==> src/rtl/harness_cmd_tx.sv <==
// harness_cmd_tx: turns host requests into the harness command byte stream
// and assembles the sampled output bytes returned by the harness into words.
// Optional build macro HARNESS_CMD_TX_TIMEOUT_EN enables the response timeout
// (err_flags[2]); without it WAIT_RESP waits indefinitely.
module harness_cmd_tx #(
    parameter int INPUT_BYTES    = 4,
    parameter int OUTPUT_WORDS   = 1,
    parameter int COUNT_W        = 16,
    parameter int TIMEOUT_CYCLES = 1024
) (
    input  logic                      clk,
    input  logic                      rst,
    input  logic                      req_valid,
    output logic                      req_ready,
    input  logic [2:0]                req_op,
    input  logic [INPUT_BYTES*8-1:0]  req_data,
    input  logic [COUNT_W-1:0]        req_count,
    output logic                      tx_valid,
    input  logic                      tx_ready,
    output logic [7:0]                tx_byte,
    input  logic                      rx_valid,
    input  logic [7:0]                rx_byte,
    output logic                      resp_valid,
    output logic [OUTPUT_WORDS*32-1:0] resp_data,
    output logic                      busy,
    output logic                      halted,
    output logic [2:0]                err_flags
);

    localparam int RESP_BYTES = 4 * OUTPUT_WORDS;
    localparam int IDX_MAX    = (INPUT_BYTES > RESP_BYTES) ? INPUT_BYTES : RESP_BYTES;
    localparam int IDX_W      = $clog2(IDX_MAX) + 1;

    localparam logic [2:0] OP_RST_ON  = 3'd0;
    localparam logic [2:0] OP_RST_OFF = 3'd1;
    localparam logic [2:0] OP_STEP    = 3'd2;
    localparam logic [2:0] OP_LOAD    = 3'd3;
    localparam logic [2:0] OP_SAMPLE  = 3'd4;
    localparam logic [2:0] OP_QUIT    = 3'd5;

    typedef enum logic [2:0] {
        S_IDLE,
        S_OPCODE,
        S_PAYLOAD,
        S_STEP_REP,
        S_WAIT_RESP,
        S_HALT
    } state_t;

    state_t                    state_q, state_d;
    logic [2:0]                op_q, op_d;
    logic [INPUT_BYTES*8-1:0]  data_q, data_d;
    logic [COUNT_W-1:0]        cnt_q, cnt_d;
    logic [IDX_W-1:0]          idx_q, idx_d;
    logic [RESP_BYTES*8-1:0]   resp_q, resp_d;
    logic                      resp_valid_q, resp_valid_d;
    logic                      ready_q, ready_d;
    logic [2:0]                err_q, err_d;
    logic [7:0]                op_byte;

`ifdef HARNESS_CMD_TX_TIMEOUT_EN
    localparam int TMO_W = $clog2(TIMEOUT_CYCLES) + 1;
    logic [TMO_W-1:0]          tmo_q, tmo_d;
`endif

    // Opcode byte for the captured request
    always_comb begin
        op_byte = 8'h00;
        case (op_q)
            OP_RST_ON:  op_byte = 8'h6A;
            OP_RST_OFF: op_byte = 8'h6B;
            OP_STEP:    op_byte = 8'h6C;
            OP_LOAD:    op_byte = 8'h6D;
            OP_SAMPLE:  op_byte = 8'h68;
            OP_QUIT:    op_byte = 8'h69;
            default:    op_byte = 8'h00;
        endcase
    end

    // Next-state, byte sequencing and response capture
    always_comb begin
        // NOTE: every comb output gets a default first so no path leaves a latch.
        state_d      = state_q;
        op_d         = op_q;
        data_d       = data_q;
        cnt_d        = cnt_q;
        idx_d        = idx_q;
        resp_d       = resp_q;
        err_d        = err_q;
        resp_valid_d = 1'b0;
        tx_valid     = 1'b0;
        tx_byte      = 8'h00;
`ifdef HARNESS_CMD_TX_TIMEOUT_EN
        tmo_d        = '0;
`endif

        case (state_q)
            S_IDLE: begin
                if (req_valid && ready_q) begin
                    op_d   = req_op;
                    data_d = req_data;
                    cnt_d  = req_count;
                    idx_d  = '0;
                    case (req_op)
                        OP_RST_ON, OP_RST_OFF, OP_LOAD, OP_SAMPLE, OP_QUIT:
                            state_d = S_OPCODE;
                        OP_STEP:
                            state_d = S_STEP_REP;
                        default:
                            err_d[0] = 1'b1;
                    endcase
                end
            end

            S_OPCODE: begin
                tx_valid = 1'b1;
                tx_byte  = op_byte;
                if (tx_ready) begin
                    case (op_q)
                        OP_LOAD:   state_d = S_PAYLOAD;
                        OP_SAMPLE: state_d = S_WAIT_RESP;
                        OP_QUIT:   state_d = S_HALT;
                        default:   state_d = S_IDLE;
                    endcase
                end
            end

            S_PAYLOAD: begin
                tx_valid = 1'b1;
                tx_byte  = data_q[7:0];
                if (tx_ready) begin
                    data_d = data_q >> 8;
                    if (idx_q == IDX_W'(INPUT_BYTES - 1)) begin
                        state_d = S_IDLE;
                    end else begin
                        idx_d = idx_q + 1'b1;
                    end
                end
            end

            S_STEP_REP: begin
                // A zero count spends one cycle here with nothing presented
                if (cnt_q == '0) begin
                    state_d = S_IDLE;
                end else begin
                    tx_valid = 1'b1;
                    tx_byte  = 8'h6C;
                    if (tx_ready) begin
                        cnt_d = cnt_q - 1'b1;
                        if (cnt_q == COUNT_W'(1)) begin
                            state_d = S_IDLE;
                        end
                    end
                end
            end

            S_WAIT_RESP: begin
                if (rx_valid) begin
                    resp_d[{idx_q, 3'b000} +: 8] = rx_byte;
                    if (idx_q == IDX_W'(RESP_BYTES - 1)) begin
                        state_d      = S_IDLE;
                        resp_valid_d = 1'b1;
                    end else begin
                        idx_d = idx_q + 1'b1;
                    end
                end
`ifdef HARNESS_CMD_TX_TIMEOUT_EN
                else if (tmo_q == TMO_W'(TIMEOUT_CYCLES - 1)) begin
                    state_d  = S_IDLE;
                    err_d[2] = 1'b1;
                end else begin
                    tmo_d = tmo_q + 1'b1;
                end
`endif
            end

            S_HALT: begin
                state_d = S_HALT;
            end

            default: begin
                state_d = S_IDLE;
            end
        endcase

        // Response bytes are only expected while waiting for a sample
        if (rx_valid && (state_q != S_WAIT_RESP)) begin
            err_d[1] = 1'b1;
        end

        // Registered so that ready stays low for the first cycle after reset
        ready_d = (state_d == S_IDLE);
    end

    // State and datapath registers with synchronous reset
    always_ff @(posedge clk) begin
        if (rst) begin
            state_q      <= S_IDLE;
            op_q         <= '0;
            data_q       <= '0;
            cnt_q        <= '0;
            idx_q        <= '0;
            resp_q       <= '0;
            resp_valid_q <= 1'b0;
            ready_q      <= 1'b0;
            err_q        <= '0;
`ifdef HARNESS_CMD_TX_TIMEOUT_EN
            tmo_q        <= '0;
`endif
        end else begin
            // NOTE: sequential state uses non-blocking assignment only.
            state_q      <= state_d;
            op_q         <= op_d;
            data_q       <= data_d;
            cnt_q        <= cnt_d;
            idx_q        <= idx_d;
            resp_q       <= resp_d;
            resp_valid_q <= resp_valid_d;
            ready_q      <= ready_d;
            err_q        <= err_d;
`ifdef HARNESS_CMD_TX_TIMEOUT_EN
            tmo_q        <= tmo_d;
`endif
        end
    end

    assign req_ready  = ready_q;
    assign resp_valid = resp_valid_q;
    assign resp_data  = resp_q;
    assign busy       = (state_q != S_IDLE);
    assign halted     = (state_q == S_HALT);
`ifdef HARNESS_CMD_TX_TIMEOUT_EN
    assign err_flags  = err_q;
`else
    assign err_flags  = {1'b0, err_q[1:0]};
`endif

endmodule

==> config.mk <==
export PLATFORM = sky130hd
export DESIGN_NAME = harness_cmd_tx
export DESIGN_NICKNAME = d
export VERILOG_FILES = /design/src/rtl/harness_cmd_tx.sv
export SDC_FILE = /design/constraint.sdc
export NUM_CORES = 1
export LEC_CHECK = 0
export BUFFER_PORTS_ARGS = -buffer_cell sky130_fd_sc_hd__buf_2
export CORE_AREA = 3 3 109 111
export CTS_CLUSTER_DIAMETER = 40
export CTS_CLUSTER_SIZE = 40
export DETAILED_ROUTE_END_ITERATION = 6
export DIE_AREA = 0 0 112 114
export PLACE_DENSITY_LB_ADDON = 0.05
export SLEW_MARGIN = 30
export SYNTH_ARGS = -nofsm -noshare
export SYNTH_HDL_FRONTEND = slang
export SYNTH_SLANG_ARGS = --single-unit
==> constraint.sdc <==
create_clock -name clk -period 5.1 [get_ports clk]
set_clock_uncertainty 0.2 [all_clocks]
set_input_delay 0.765 -clock clk [delete_from_list [all_inputs] [get_ports clk]]
set_output_delay 0.765 -clock clk [all_outputs]
set_load 0.02 [all_outputs]
* After elaboration in Yosys (flattened, before gate mapping)
Index checks and enable logic that the tools add are counted.
Storage, ports and cells: register bits after elaboration 93, input port bits 64, logic and storage cells 92
Operators by class: add/sub/neg operators 3, equality and inequality tests 23, shift-type cells 2, muxes and demuxes 30, bitwise gates (word level) 3, reduce and logical (&&, ||, !) cells 21
Operator list (count):
- $mux 32 | 2
- $pmux 32 s2 | 1
- $mux 16 | 3
- $pmux 7 s6 | 1
- $mux 3 | 12
- $bwmux 32 | 1
- $pmux 16 s2 | 1
- $shift 8x8->32 const A | 1
- $shiftx 8x8->32 | 1
- $pmux 8 s3 | 1
- $eq 3x2->1 const B | 7
- $eq 3x3->1 const B | 6
- $pmux 3 s3 | 2
- $pmux 3 s6 | 1
- $eq 16x1->1 const B | 1
- $logic_not 16->1 | 1
- $sub 16x1->16 const B | 1
- $logic_not 3->1 | 4
- $ne 2x2->1 const B | 5
- $eq 3x1->1 const B | 3
- $neg 6->8 | 1
- $reduce_and 4->1 | 2
- $mux 7 | 1
- $pmux 3 s2 | 1
- 14 further kinds | 22

* Logic depth before layout (Yosys ltp)
depth after elaboration 6, gate-level depth with buffers 9

* Worst setup path after synthesis
No wires, ideal clock.
kind flip-flop to output port, from register cnt_q[0], to output tx_byte[3], arrival 1453 ps, required time 4135 ps, setup slack 2682 ps, stages on the path, launching flop included 8, path through dfxtp_1 > inv_1 > ha_1 > nor4b_1 > nand4_2 > nand2_1 > nand2_1 > a21o_1
On the way: word-level cells in the longest chain between the ends 3
RTL lines:
- start, declared | line 53 | logic [COUNT_W-1:0] cnt_q, cnt_d;
- start signal, assigned | line 215 | cnt_q <= cnt_d;
- $logic_not 16->1 | line 143 | if (cnt_q == '0) begin
- $mux 7 | line 143
- $pmux 8 s3 | line 97 | case (state_q)
- end, declared | line 20 | output logic [7:0] tx_byte,
Every way passes these cells.

* Worst setup path in the final report
from register state_q[1], to output tx_byte[3]
On the way: word-level cells in the longest chain between the ends 2, elaborated cells on any way between the ends 4
RTL lines:
- start, declared | line 50 | state_t state_q, state_d;
- start signal, assigned | line 212 | state_q <= state_d;
- $eq 3x2->1 / $eq 3x1->1 (equally long branches) | line 97
- $pmux 8 s3 (*) | line 97
Mark *: on every way between the ends. The rest lies on a longest branch, timed or not.

==> summary.md <==
| Metric | Value |
|---|---|
| Status | `complete, no violations` |
| Crit path from | `state_q[1]` |
| Register area | `1860 um2` |
| Overflow after GRT | `0` |
| CP Depth | `5` |
| Yosys top cell area share | `40.9%` |
| Vias in the first global route | `3777` |
| P per Cell Area | `281 nW/um2` |
| Most frequent cells in the layout | `buf_2, dfxtp_1, nand2_1` |
| Async set-reset flop share out of synthesis | `0%` |
| Avg Cell Area, Syn | `8.35 um2` |
| Layout overhead on the synthesized area | `16.1%` |
| Worst Hold Depth | `2` |
| Netlist area before placement | `4550 um2` |
| Hold Violations, Final | `0` |
| Fill cells | `1113` |
| First-pass DRT Iterations | `5` |
| Clock root cell | `clkbuf_8` |
| First-pass GRT wire length | `19100 um` |
| Synth area leaders | `dfxtp_1, a21oi_1, mux2i_1, nand2_1, nor2_1` |
| Kind of cell adding the most delay to the critical path | `simple AND/OR/NAND/NOR gates` |
| Detailed Place HPWL | `8360 um` |
| Logic pwr share | `15.3%` |
| Seq/Total Area, Yosys | `40.9%` |
| Synthesized instance count | `545` |
| Max cap viols | `0` |
| Min Tclk post-route | `3.32 ns` |
| WP data required | `4.14 ns` |
| Port Buffers | `110` |
| Initial Utilization | `41.8%` |
| Hold WS | `0.255 ns` |
| Antenna Violating Nets Remaining | `0` |
| Critical-path cell list | `and3b_1 -> nand2_1 -> nand2_1 -> a21o_1 -> buf_2` |
| Multi-input gate area | `2440 um2` |
| Critical Path AT | `2.36 ns` |
| Vias | `4142` |
| Leak Pwr | `2.12 nW` |
| Most used cell, CP | `nand2_1` |
| Largest net degree at the start of global routing | `49` |
| Crit-path slowest cell | `and3b_1` |
| Drt first-iter violations | `184` |
| TritonCTS Buffers | `9` |
| P_sw | `0.420 mW` |
| Worst r2r src | `idx_q[0]` |
| CTS Hold Bufs | `0` |
| Max Freq | `301 MHz` |
| Post_cts resized | `0` |
| Post-synth EDFFs | `0` |
| Most common cell after layout, fill and taps aside | `buf_2` |
| Worst Setup End Kind | `output port` |
| Min-Delay Startpoint | `resp_data[12]` |
| IO Count | `112` |
| Startpoint Class | `flip-flop` |
| Rel. slew slack | `40.6%` |
| Worst-path clk slew | `0.08 ns` |
| WS Path Type | `flip-flop to output port` |
| Floorplan row count | `38` |
| Routed vias/inst | `5.36` |
| Peak VDD IR | `0.000111 V` |
| Core Region | `10900 um2` |
| Reg power frac | `52.8%` |
| Worst min path class | `flip-flop to flip-flop` |
| CP peak stage delay | `0.65 ns` |
| Tcrit/Tclk final | `65.2%` |
| Worst-margin pin slew | `0.885 ns` |
| Layout cells sized above 1 | `23.5%` |
| Setup bufs post-CTS | `0` |
| Syn. warnings | `0` |
| Post-synth cell types | `57` |
| Per-cell routed wire length | `15.3 um` |
| Maximum buffer depth of the clock tree | `2` |
| Slew Viols, Final | `0` |
| Die W | `112 um` |
| RSZ-0062 raised after global routing | `no` |
| Synthesized Nets | `618` |
| Placed cell area | `5090 um2` |
| Final RePlAce weighted congestion | `0.794` |
| Die Y-Extent | `114 um` |
| Flops & latches, synth | `93` |
| CTS tree | `built` |
| Path depth of the worst reg2reg path | `6` |
| Clock share of power | `31.9%` |
| CP bufs+invs | `1` |
| Worst Path Max Fanout | `16` |
| # H-tree levels | `3` |
| Die area | `12800 um2` |
| Setup violations, final | `0` |
| Final net count | `701` |
| Dominant synthesized flop cell | `dfxtp_1` |
| CTS Sinks | `93` |
| Initial antenna violation count | `0` |
| Gr usage total | `18.5%` |
| Setup TNS | `0 ns` |
| Yosys top cell by area | `dfxtp_1` |
| Clock Latency Late Sink | `0.37 ns` |
| Internal power | `1.06 mW` |
| WL final | `11800 um` |
| Final Cell Area | `5280 um2` |
| # DRC | `0` |
| Sw frac | `28.3%` |
| N_diodes | `0` |
==> sequential cells by signal (all words and copies together) (netlist names), 2 cells and up <==
name / count
state_q: 3
err_q: 2
idx_q: 3
op_q: 3
data_q: 32
resp_data: 32
cnt_q: 16
==> kinds of logic after synthesis <==
family / count (synthesis) / synth area share (%)
XOR/XNOR: 2 / 0.385
AO/OA/AOI/OAI: 143 / 20.6
AND/OR/NAND/NOR: 219 / 24.3
adder cells (fa/ha/maj): 9 / 2.48
buffers and inverters: 52 / 5.50
other: 1 / 0.0825
multiplexers: 26 / 5.72
flip-flops: 93 / 40.9
==> routing by layer <==
| metal | share of wire [%] | vias to the layer above | GRT usage (%) |
|---|---|---|---|
| met4 | 1.8 | 0 | 6.57 |
| met2 | 45 | 93 | 28.5 |
| met5 | 0 | - | 0 |
| li1 | - | 2113 | - |
| met3 | 4.7 | 16 | 4.19 |
| met1 | 48 | 1920 | 25.7 |
==> metrics by stage <==
step / instances / worst slack, ns / power (mW) / util [%]
global route: 773 / 1.56 / 1.57 / 48.5
floorplan: 545 / 2.68 / 0.960 / -
CTS: 773 / 1.75 / 1.50 / 48.5
detailed placement: 757 / 2.19 / 1.03 / 46.8
global placement: 757 / 2.21 / 1.03 / 46.8
finish: 773 / 1.78 / 1.48 / 48.5
==> worst paths after layout <==
kind	slack [ns]	to
max	1.78	tx_byte[3]
min	0.25	resp_data[12]
max reg2reg	2.18	resp_data[20]
min reg2reg	0.25	resp_data[12]
==> power groups by stage <==
stage	Sequential, mW	Combinational (mW)	Clock, mW
finish	0.783	0.227	0.472
global route	0.788	0.254	0.524
CTS	0.783	0.229	0.493
detailed placement	0.800	0.229	0
global placement	0.800	0.226	0
floorplan	0.795	0.166	0
==> cell usage after synthesis, types with 2 or more instances <==
cell	number
nand3b_1	6
buf_4	5
nand4_1	9
nor4_4	2
a211oi_2	2
nand3_1	26
buf_6	2
o21ai_0	11
and3_1	6
and2_1	3
ha_1	9
nand4_2	2
a22o_1	2
mux2i_1	26
a22oi_1	8
nor2_1	64
a21o_1	5
o41ai_1	4
or3_1	7
nand2_1	65
a31oi_1	3
o21a_1	2
o31ai_1	2
nor3b_1	8
a21oi_1	57
dfxtp_1	93
a21oi_2	6
inv_1	9
nor3_1	5
buf_2	17
nor4_1	4
and3b_1	3
a211oi_1	25
o21ai_1	8
clkbuf_1	17
==> worst reg2reg max path, stage by stage, from the launching register on <==
cell	delay [ns]
dfxtp_1	0.59
inv_1	0.18
ha_1	0.67
inv_1	0.12
a211oi_1	0.76
nand3_1	0.16
a21oi_1	0.17
==> cell type report <==
class / count / area share [%]
multi-input cells: 400 / 46.2
flip-flops and latches: 93 / 35.3
repair buffers: 114 / 11.0
well taps: 140 / 3.32
clock buffers: 13 / 3.20
inverters: 10 / 0.711
clock inverters: 3 / 0.355
No activity file was read; power rests on OpenSTA's default activity.
